### src/rtl/uart_mem_loader.sv
// uart_mem_loader: UART byte-stream command decoder for sdpram load/readback.
// Optional MEM_LOADER_CHECKSUM_EN adds a checksum byte to WRITE frames.
module uart_mem_loader #(
  parameter int AddrBusWidth  = 6,
  parameter int DataBusWidth  = 4,
  parameter int TimeoutCycles = 80000
) (
  input  logic                    clk,
  input  logic                    rst,
  input  logic [7:0]              rx_data,
  input  logic                    rx_valid,
  input  logic                    rx_break,
  input  logic                    rx_error,
  output logic [AddrBusWidth-1:0] mem_addr,
  output logic                    mem_we,
  output logic [DataBusWidth-1:0] mem_w_data,
  output logic                    mem_re,
  input  logic [DataBusWidth-1:0] mem_r_data,
  output logic [7:0]              tx_data,
  output logic                    tx_valid,
  input  logic                    tx_ready,
  output logic                    busy,
  output logic                    frame_error
);

  localparam int TW = $clog2(TimeoutCycles + 1);
  localparam logic [TW-1:0] TMO_LAST = TW'(TimeoutCycles - 1);
  localparam logic [7:0] CMD_W = 8'h57;
  localparam logic [7:0] CMD_R = 8'h52;
  localparam logic [7:0] ACK   = 8'h06;
  localparam logic [7:0] NAK   = 8'h15;

  typedef enum logic [2:0] {
    IDLE,
    GET_ADDR,
    GET_DATA,
`ifdef MEM_LOADER_CHECKSUM_EN
    GET_SUM,
`endif
    WRITE,
    READ,
    READ_CAP,
    REPLY
  } state_t;

  state_t        state;
  logic          cmd_w;
  logic          addr_ok;
  logic [TW-1:0] tmo;
  logic          in_range;
  logic          collecting;
  logic          counting;

`ifdef MEM_LOADER_CHECKSUM_EN
  logic [7:0] addr_b;
  logic [7:0] data_b;
  logic [7:0] sum;
  assign sum = addr_b + data_b + rx_data;
`endif

  assign in_range = (rx_data >> AddrBusWidth) == 8'd0;
  assign counting = (state == GET_ADDR) || (state == GET_DATA)
`ifdef MEM_LOADER_CHECKSUM_EN
                    || (state == GET_SUM)
`endif
                    ;
  assign collecting = counting || (state == IDLE);
  assign busy = (state != IDLE);

  // Frame decoder FSM with registered memory and reply outputs
  always_ff @(posedge clk) begin
    if (rst) begin
      state       <= IDLE;
      cmd_w       <= 1'b0;
      addr_ok     <= 1'b0;
      tmo         <= '0;
      mem_addr    <= '0;
      mem_we      <= 1'b0;
      mem_w_data  <= '0;
      mem_re      <= 1'b0;
      tx_data     <= 8'h00;
      tx_valid    <= 1'b0;
      frame_error <= 1'b0;
`ifdef MEM_LOADER_CHECKSUM_EN
      addr_b      <= 8'h00;
      data_b      <= 8'h00;
`endif
    end else begin
      mem_we      <= 1'b0;
      mem_re      <= 1'b0;
      frame_error <= 1'b0;
      tmo         <= '0;
      if (rx_break) begin
        state       <= IDLE;
        tx_valid    <= 1'b0;
        frame_error <= 1'b1;
      end else if (rx_error && collecting) begin
        state       <= REPLY;
        tx_data     <= NAK;
        tx_valid    <= 1'b1;
        frame_error <= 1'b1;
      end else begin
        if ((rx_valid || rx_error) && !collecting)
          frame_error <= 1'b1;
        if (counting && !rx_valid) begin
          if (tmo == TMO_LAST) begin
            state       <= IDLE;
            frame_error <= 1'b1;
          end else begin
            tmo <= tmo + 1'b1;
          end
        end
        unique case (state)
          IDLE: if (rx_valid) begin
            cmd_w <= (rx_data == CMD_W);
            if (rx_data == CMD_W || rx_data == CMD_R) begin
              state <= GET_ADDR;
            end else begin
              state    <= REPLY;
              tx_data  <= NAK;
              tx_valid <= 1'b1;
            end
          end
          GET_ADDR: if (rx_valid) begin
            addr_ok <= in_range;
            if (in_range)
              mem_addr <= rx_data[AddrBusWidth-1:0];
`ifdef MEM_LOADER_CHECKSUM_EN
            addr_b <= rx_data;
`endif
            if (cmd_w) begin
              state <= GET_DATA;
            end else if (in_range) begin
              state  <= READ;
              mem_re <= 1'b1;
            end else begin
              state    <= REPLY;
              tx_data  <= NAK;
              tx_valid <= 1'b1;
            end
          end
          GET_DATA: if (rx_valid) begin
            mem_w_data <= rx_data[DataBusWidth-1:0];
`ifdef MEM_LOADER_CHECKSUM_EN
            data_b <= rx_data;
            state  <= GET_SUM;
          end
          GET_SUM: if (rx_valid) begin
            if (addr_ok && sum == 8'h00) begin
`else
            if (addr_ok) begin
`endif
              state  <= WRITE;
              mem_we <= 1'b1;
            end else begin
              state    <= REPLY;
              tx_data  <= NAK;
              tx_valid <= 1'b1;
            end
          end
          WRITE: begin
            state    <= REPLY;
            tx_data  <= ACK;
            tx_valid <= 1'b1;
          end
          READ: state <= READ_CAP;
          READ_CAP: begin
            state    <= REPLY;
            tx_data  <= 8'(mem_r_data);
            tx_valid <= 1'b1;
          end
          REPLY: if (tx_ready) begin
            state    <= IDLE;
            tx_valid <= 1'b0;
          end
          default: state <= IDLE;
        endcase
      end
    end
  end

endmodule

### config.mk
export PLATFORM = sky130hd
export DESIGN_NAME = uart_mem_loader
export DESIGN_NICKNAME = d
export VERILOG_FILES = /design/src/rtl/uart_mem_loader.sv
export SDC_FILE = /design/constraint.sdc
export NUM_CORES = 1
export LEC_CHECK = 0
export CORE_MARGIN = 4
export CORE_UTILIZATION = 40
export CTS_BUF_LIST = sky130_fd_sc_hd__clkbuf_4 sky130_fd_sc_hd__clkbuf_8
export CTS_CLUSTER_DIAMETER = 120
export DETAILED_ROUTE_END_ITERATION = 8
export PLACE_DENSITY = 0.78
export SYNTH_ARGS = -nofsm -noshare
export SYNTH_HDL_FRONTEND = slang
export SYNTH_SLANG_ARGS = --single-unit
### constraint.sdc
create_clock -name clk -period 1.5 [get_ports clk]
set_input_delay 0.15 -clock clk [delete_from_list [all_inputs] [get_ports clk]]
set_output_delay 0.15 -clock clk [all_outputs]
set_load 0.01 [all_outputs]
==> results of run 1 <==
-- stage by stage --
stage	hold slack [ns]	TNS (ns)	utilization, %	power (mW)
6_report	0.442	-4.34	66.7	2.41
5_1_grt	0.473	-6.02	66.7	2.49
4_1_cts	0.434	-2.76	63.6	2.39
3_5_place_dp	0.481	-8.91	59.4	1.46
3_3_place_gp	0.471	-8.07	59.4	1.45
2_1_floorplan	0.294	-1.87	-	1.28
-- timing repair --
item | 4_1_cts | 5_1_grt
endpoints found under the setup margin | 32 | 32
buffers inserted | 4 | 3
endpoints found under the hold margin | 0 | 0
hold buffers | 0 | 0
resized for setup | 16 | 37
gates cloned | 0 | 0
pin swaps | 9 | 23
-- synthesized netlist by cell type (3+ instances only) --
master | instances | area (um2)
nor3_1 | 4 | 20.0
nand4_1 | 7 | 43.8
clkbuf_1 | 3 | 11.3
inv_1 | 5 | 18.8
a21oi_1 | 10 | 50.1
a31oi_1 | 3 | 18.8
nand2_1 | 12 | 45.0
nor2_1 | 36 | 135
dfxtp_1 | 41 | 821
buf_4 | 4 | 30.0
xor2_1 | 10 | 87.6
mux2i_1 | 11 | 110
xnor2_1 | 7 | 61.3
nor2b_1 | 6 | 37.5
a211oi_1 | 3 | 22.5
nand3_1 | 15 | 75.1
o21ai_0 | 10 | 50.1
-- power by group through the flow --
stage	logic, mW	clock network, mW	registers [mW]
after global routing	0.393	0.981	1.12
after CTS	0.333	0.943	1.12
after detailed placement	0.309	0	1.15
final	0.366	0.924	1.12
after global placement	0.306	0	1.15
after floorplan	0.133	0	1.14
-- path summary, 6_finish.rpt --
| kind | end | cells after the start |
|---|---|---|
| hold / removal | tx_data[3] | 3 |
| setup reg to reg | tmo[14] | 5 |
| hold reg to reg | tx_data[3] | 2 |
| setup / recovery | tmo[14] | 5 |
-- worst max-delay path, delay by kind of cell (launching register included) --
kind | cells | cell delay [ns]
buffers and inverters | 1 | 0.17
DFF | 1 | 0.32
and+or+nand+nor | 4 | 1.11
-- layer usage --
layer | share of wire, % | vias up | GRT usage, %
li1 | - | 1014 | -
met1 | 41 | 997 | 22.8
met2 | 50 | 79 | 33.1
met3 | 5.1 | 21 | 4.13
met4 | 3.6 | 0 | 6.82
met5 | 0 | - | 0
-- flip-flops by register name, summed over array words and instances, names as in the netlist --
| signal | count |
|---|---|
| mem_addr | 6 |
| tmo | 17 |
| state | 3 |
| frame_error | 1 |
| mem_w_data | 4 |
| tx_data | 5 |
| mem_we | 1 |
| cmd_w | 1 |
| tx_valid | 1 |
| addr_ok | 1 |
| mem_re | 1 |
-- layout make-up --
| class | count | area, um2 | share of cell area [%] |
|---|---|---|---|
| clock buffer | 6 | 76.3 | 2.39 |
| clock inverter | 2 | 38.8 | 1.22 |
| sequential | 41 | 835 | 26.2 |
| timing repair buffer | 106 | 898 | 28.2 |
| inverter | 5 | 18.8 | 0.588 |
| multi-input combinational | 174 | 1240 | 38.9 |
| tap | 67 | 83.8 | 2.63 |
-- cell families after synthesis --
logic type      share of synthesized area, %
other cells                            0.188
xor+xnor                                7.46
simple gates                            26.1
compound gates                          13.5
flops                                   41.1
buf+inv                                 5.39
mux                                     5.52
fa+ha+maj                              0.627
==> impl_metrics.tcl, run 1 <==
set metrics [dict create \
    critPathArrivalTime_ns 1.90 \
    n_antenna_cell 0 \
    grt_max_degree 21 \
    p_sw_share_pct 24.5 \
    clk_pin_slew_ns 0.08 \
    hp-class "in2reg" \
    start_util_pct 41.7 \
    gr-total-overflow 0 \
    yosysSeqAreaShare_pct 41.1 \
    power.switching_uw 589 \
    dpl.cell_count 386 \
    internal_power_mw 1.82 \
    violations "setup timing" \
    pwr-share-seq_pct 46.4 \
    wl_per_cell_um 14.8 \
    period_needed_ns 1.71 \
    core_um2 4790 \
    die_h_um 78.6 \
    path_class "reg2reg" \
    pwr_density_cell_nw_per_um2 754 \
    max_cap_viol_count 0 \
    dp_hpwl_um 3920 \
    worstPathCellList "or4b_4, nor4_4, or2_1, buf_6, nor2_1" \
    setup_ws_ns -0.206 \
    post-place-ws_ns -0.318 \
    final_cell_mix "65 x buf_4, 36 x dfxtp_1, 36 x clkdlybuf4s50_1" \
    clkPwrFrac_pct 38.4 \
    finalSetupViolations 29 \
    drc 0 \
    gp_congestion 0.908 \
    worst_clock_skew_ns 0.00435 \
    io_buffers 37 \
    path_max_fanout 7 \
    drt_wl_total_um 5950 \
    ys_ff_latch 41 \
    p_comb_share_pct 15.2 \
    vdd_drop_max_mv 0.578 \
    grt_first_pass_wirelength_um 9400 \
    track_usage_pct 19.0 \
    cp_slowest_cell "or4b_4" \
    dr.pass1.iters 4 \
    synth-async-reset-ratio_pct 0 \
    synth_ff_type "dfxtp_1" \
    slew_viol_final 0 \
    finalHoldViolations 0 \
    drt-initial-drc-count 123 \
    die_x_um 78.6 \
    synth_edf_count 0 \
    final_area_um2 3190 \
    reg2reg_from "tmo[7]" \
    avgSynthCellArea_um2 8.68 \
    grt_antenna_before_repair 0 \
    layout.nets 352 \
    max_freq_mhz 586 \
    synth_area_um2 2000 \
    synth_cells 230 \
    clockBufferDepth 2 \
    r2r_slack_ns -0.21 \
    power.leakage_nw 1.32 \
    required_ns 1.70 \
    syn2layout_area_growth_pct 59.9 \
    ys_types 51 \
    cpPeakStageDelay_ns 0.55 \
    cp-end-kind "register" \
    insertion_delay_ns 0.30 \
    cts-root-buf "clkbuf_8" \
    ioPinCount 41 \
    instances_no_fill 401 \
    via_per_inst 5.26 \
    htree_num_levels 2 \
    ys_warn_count 0 \
    layout_commonest_cell "buf_4" \
    rsz0062_at_grt "true" \
    rows 25 \
    grt_pass1_vias 2097 \
    min_from "mem_r_data[3]" \
    status "finished, violations left" \
    cp-startpoint "tmo[7]" \
    postPlaceCellArea_um2 2840 \
    die_area_um2 6180 \
    cts_buffers 5 \
    cp-start-kind "register" \
    clock-sinks 41 \
    period_share_pct 114 \
    tritoncts "done" \
    final.fill_count 371 \
    ant_nets 0 \
    vias 2111 \
    layout-drive-gt1-share_pct 34.4 \
]
Power figures use the tool's default switching activity.
==> inputs of run 2 (changes only) <==
- CORE_UTILIZATION: 40 -> 48
- PLACE_DENSITY: 0.78 -> 0.9
==> run 2 against run 1 <==
Net effect:
- the run still ends with setup timing left
- global-route usage rose by 4.3 points
- routed wire length increased by 23%
- via count is 10% higher
- setup slack gained 0.0033 ns
==> impl_metrics.tcl, run 2 (same netlist as run 1, synthesis figures left out) <==
set metrics [dict create \
    hold_ws_ns 0.351 \
    min_from "rx_error" \
    htree_num_levels 2 \
    via_per_inst 6.03 \
    io_buffers 37 \
    largest_reg_flops 17 \
    path_class "reg2reg" \
    clk_pin_slew_ns 0.08 \
    ctsHoldBuffers 0 \
    met2_usage_pct 40.0 \
    cp-end-kind "register" \
    busiest_layer "met2" \
    setup_ws_ns -0.202 \
    ant_nets 0 \
    period_needed_ns 1.70 \
    postPlaceCellArea_um2 2800 \
    die_h_um 72.5 \
    dr.pass1.iters 7 \
    n_antenna_cell 0 \
    layout_commonest_cell "buf_4" \
    dp_hpwl_um 4010 \
    use_met3_pct 6.09 \
    vias 2326 \
    hp-class "in2reg" \
    grt_first_pass_wirelength_um 9670 \
    rows 23 \
    post-place-ws_ns -0.341 \
    clockBufferDepth 2 \
    die_x_um 72.5 \
    instances_no_fill 386 \
    wl_per_cell_um 19.0 \
    dpl.cell_count 365 \
    top_register "tmo" \
    cts_buffers 5 \
    crit_buf_inv 2 \
    min_path_cells 3 \
    reg2reg_depth 7 \
    grt_pass1_vias 2119 \
    cp-start-kind "register" \
    utilization_pct 79.2 \
    rsz0062_at_grt "true" \
    power.leakage_nw 1.37 \
    cts-root-buf "clkbuf_8" \
    drt-initial-drc-count 244 \
    final.setup.tns_ns -4.21 \
    vdd_drop_max_mv 0.482 \
    critPathArrivalTime_ns 1.94 \
    status "finished, violations left" \
    max_cap_viol_count 0 \
    worstPathCellList "buf_4, a21boi_2, o32a_1, a21boi_2, buf_6, or3_1, a21oi_1" \
    finalSetupViolations 33 \
    max_freq_mhz 587 \
    grt_max_degree 21 \
    path_max_fanout 6 \
    r2r_slack_ns -0.20 \
    period_share_pct 113 \
    cp_slowest_cell "dfxtp_4" \
    insertion_delay_ns 0.30 \
    start_util_pct 49.9 \
    worst_clock_skew_ns 0.00667 \
    tritoncts "done" \
    gr-total-overflow 0 \
    hold_path_end "state[2]" \
    gp_congestion 1.02 \
    core_um2 4000 \
    slew_viol_final 0 \
    drt_wl_total_um 7350 \
    drc 0 \
    top_regs "tmo (17), mem_addr (6), tx_data (5)" \
    final_cell_mix "66 x buf_4, 36 x nor2_1, 34 x clkdlybuf4s50_1" \
    cpPeakStageDelay_ns 0.38 \
    final_area_um2 3170 \
    layout-drive-gt1-share_pct 34.5 \
    required_ns 1.74 \
    violations "setup timing" \
    grt_antenna_before_repair 0 \
    syn2layout_area_growth_pct 58.7 \
    power_mw 2.40 \
    finalHoldViolations 0 \
    die_area_um2 5250 \
    use_met1_pct 26.5 \
    clock-sinks 41 \
    layout.nets 355 \
    crit_path_frequent_cell "a21boi_2" \
    track_usage_pct 23.3 \
    ioPinCount 41 \
    final.fill_count 247 \
    crit_family "compound AO/OA/AOI/OAI gates" \
    pwr_density_cell_nw_per_um2 757 \
    reg2reg_from "state[1]" \
    timing.rr.end "tx_data[4]" \
]
[run 2: power breakdown]
part	leakage (nW)	switching, mW	internal (mW)
Clock	0.0540	0.395	0.484
Sequential	0.337	0.0184	1.10
Combinational	0.977	0.189	0.209
[run 2: cell type report]
class	count	area [um2]	area share [%]
Sequential cell	41	838	26.5
Timing Repair Buffer	109	938	29.6
Clock buffer	5	68.8	2.17
Tap cell	50	62.6	1.98
Clock inverter	2	35.0	1.11
Inverter	5	18.8	0.593
Multi-Input combinational cell	174	1200	38.0
[run 2: per-layer routing]
metal	wire length (um)	share of wire (%)
met4	466	6.3
met2	3590	49
met3	527	7.2
met1	2770	38
met5	0	0
[run 2: worst max-delay path by stage]
stage	to	from	depth (start not counted)
3_5_place_dp	mem_addr[5]	rx_error	6
2_1_floorplan	tmo[12]	tmo[14]	6
5_1_grt	state[0]	state[2]	6
3_3_place_gp	mem_addr[2]	rx_error	6
6_report	tx_data[4]	state[1]	7
4_1_cts	state[1]	tmo[8]	6
[run 2: repair_timing]
action,in CTS,in global routing
setup buffers,2,13
pin swaps,5,18
endpoints found under the setup margin,32,33
endpoints found under the hold margin,0,0
resized for setup,20,32
[run 2: tightest hold or removal path, cell delays in order]
cell            delay [ns]
dlymetal6s2s_1        0.17
nor2_1                0.11
a31oi_1               0.18
==> inputs of run 3 (changes only) <==
- CTS_BUF_LIST: sky130_fd_sc_hd__clkbuf_4 sky130_fd_sc_hd__clkbuf_8 -> sky130_fd_sc_hd__clkbuf_4
==> run 3 against run 2 <==
Net effect:
- the run still ends with setup timing left
- sequential power hardly changed
- maximum frequency shrank 1.5%
- utilization grew 2.2 points
- register-to-register slack worse by 0.03 ns
- highest routed layer unchanged
==> impl_metrics.tcl, run 3 (same netlist as run 1, synthesis figures left out) <==
set metrics [dict create \
    track_usage_pct 26.5 \
    rsz0062_at_grt "true" \
    ant_nets 0 \
    finalHoldViolations 0 \
    hold_ws_ns 0.373 \
    top_register "tmo" \
    gp_congestion 1.02 \
    htree_num_levels 2 \
    worst_clock_skew_ns 0.0151 \
    setup_ws_ns -0.228 \
    p_comb_share_pct 17.7 \
    busiest_layer "met2" \
    finalSetupViolations 33 \
    drc 0 \
    status "finished, violations left" \
    dp_hpwl_um 4010 \
    use_met1_pct 29.0 \
    max_freq_mhz 579 \
    die_h_um 72.5 \
    grt_antenna_before_repair 0 \
    power.leakage_nw 1.38 \
    layout.nets 355 \
    pwr_density_cell_nw_per_um2 687 \
    wl_per_cell_um 20.2 \
    top_regs "tmo (17), mem_addr (6), tx_data (5)" \
    rows 23 \
    p_sw_share_pct 26.3 \
    core_um2 4000 \
    syn2layout_area_growth_pct 63.1 \
    gr-total-overflow 0 \
    die_area_um2 5250 \
    clkPwrFrac_pct 32.1 \
    io_buffers 37 \
    met2_usage_pct 48.2 \
    slew_viol_final 0 \
    layout-drive-gt1-share_pct 39.9 \
    vias 2409 \
    grt_pass1_vias 2308 \
    violations "setup timing" \
    layout_commonest_cell "buf_4" \
    path_class "reg2reg" \
    grt_max_degree 21 \
    clock-sinks 41 \
    via_per_inst 6.24 \
    start_util_pct 49.9 \
    n_antenna_cell 0 \
    tritoncts "done" \
    cts-root-buf "clkbuf_4" \
    clk_pin_slew_ns 0.13 \
    die_x_um 72.5 \
    grt_first_pass_wirelength_um 10700 \
    path_max_fanout 4 \
    hp-class "in2reg" \
    cts_buffers 5 \
    period_needed_ns 1.73 \
    cpPeakStageDelay_ns 0.44 \
    internal_power_mw 1.65 \
    final.fill_count 224 \
    cp-end-kind "register" \
    largest_reg_flops 17 \
    pwr-share-seq_pct 50.2 \
    cp-start-kind "register" \
    cp_slowest_cell "dfxtp_1" \
    required_ns 1.77 \
    drt-initial-drc-count 314 \
    clockBufferDepth 2 \
    max_cap_viol_count 0 \
    final_cell_mix "62 x buf_4, 35 x clkdlybuf4s50_1, 32 x dfxtp_1" \
    period_share_pct 115 \
    drt_wl_total_um 7800 \
    use_met3_pct 6.23 \
    insertion_delay_ns 0.38 \
    power_mw 2.24 \
    dr.pass1.iters 9 \
    ioPinCount 41 \
    vdd_drop_max_mv 0.638 \
    power.switching_uw 589 \
    critPathArrivalTime_ns 1.99 \
    worstPathCellList "nand3_1, nor3_1, buf_4, nand4_1, xor2_1, nor2_1" \
]
-- run 3: routing by layer --
layer | share of wire [%] | up-vias
li1 | - | 1021
met2 | 48 | 197
met4 | 5.4 | 0
met3 | 8.6 | 54
met1 | 38 | 1137
met5 | 0 | -
-- run 3: area by class of cell --
class / instances / area (um2) / area share (%)
multi-input combinational: 174 / 1290 / 39.6
timing repair buffer: 109 / 971 / 29.8
sequential: 41 / 840 / 25.8
tap: 50 / 62.6 / 1.92
clock buffer: 5 / 37.5 / 1.15
clock inverter: 2 / 35.0 / 1.08
inverter: 5 / 21.3 / 0.653
-- run 3: final timing paths --
kind / start / end / slack, ns / cells past startpoint
worst max register to register: tmo[6] / tmo[11] / -0.23 / 6
worst min register to register: tx_data[1] / tx_data[1] / 0.48 / 2
worst min-delay path: mem_r_data[3] / tx_data[3] / 0.37 / 3
worst max-delay path: tmo[6] / tmo[11] / -0.23 / 6
-- run 3: power by group through the flow --
stage                     clock (mW)  combinational [mW]  sequential [mW]
after CTS                      0.712               0.349             1.12
final                          0.718               0.396             1.12
after global placement             0               0.298             1.15
after detailed placement           0               0.307             1.15
after global routing           0.755               0.414             1.12
after floorplan                    0               0.133             1.14
-- run 3: critical path: cells and delay by family (launching register included) --
family / cells / cell delay [ns]
xor gates and xnor gates: 1 / 0.18
DFF: 1 / 0.44
and+or+nand+nor: 4 / 0.79
buffers and inverters: 1 / 0.20
-- run 3: timing repair --
item | in CTS | in global routing
hold buffers | 0 | 0
cloned | 1 | 0
resized for setup | 38 | 41
endpoints found under the setup margin | 32 | 39
buffers inserted | 11 | 4
endpoints found under the hold margin | 0 | 0
pin swaps | 14 | 17
-- run 3: stage by stage --
stage	setup WS, ns	area, um2	util, %	cells	setup TNS [ns]
global route	-0.230	3260	81.4	386	-5.07
detailed placement	-0.341	2800	70.1	365	-8.56
CTS	-0.124	3100	77.5	383	-2.47
global placement	-0.318	2800	70.1	365	-7.18
finish	-0.228	3260	81.4	386	-4.07
floorplan	-0.121	2010	-	232	-1.87
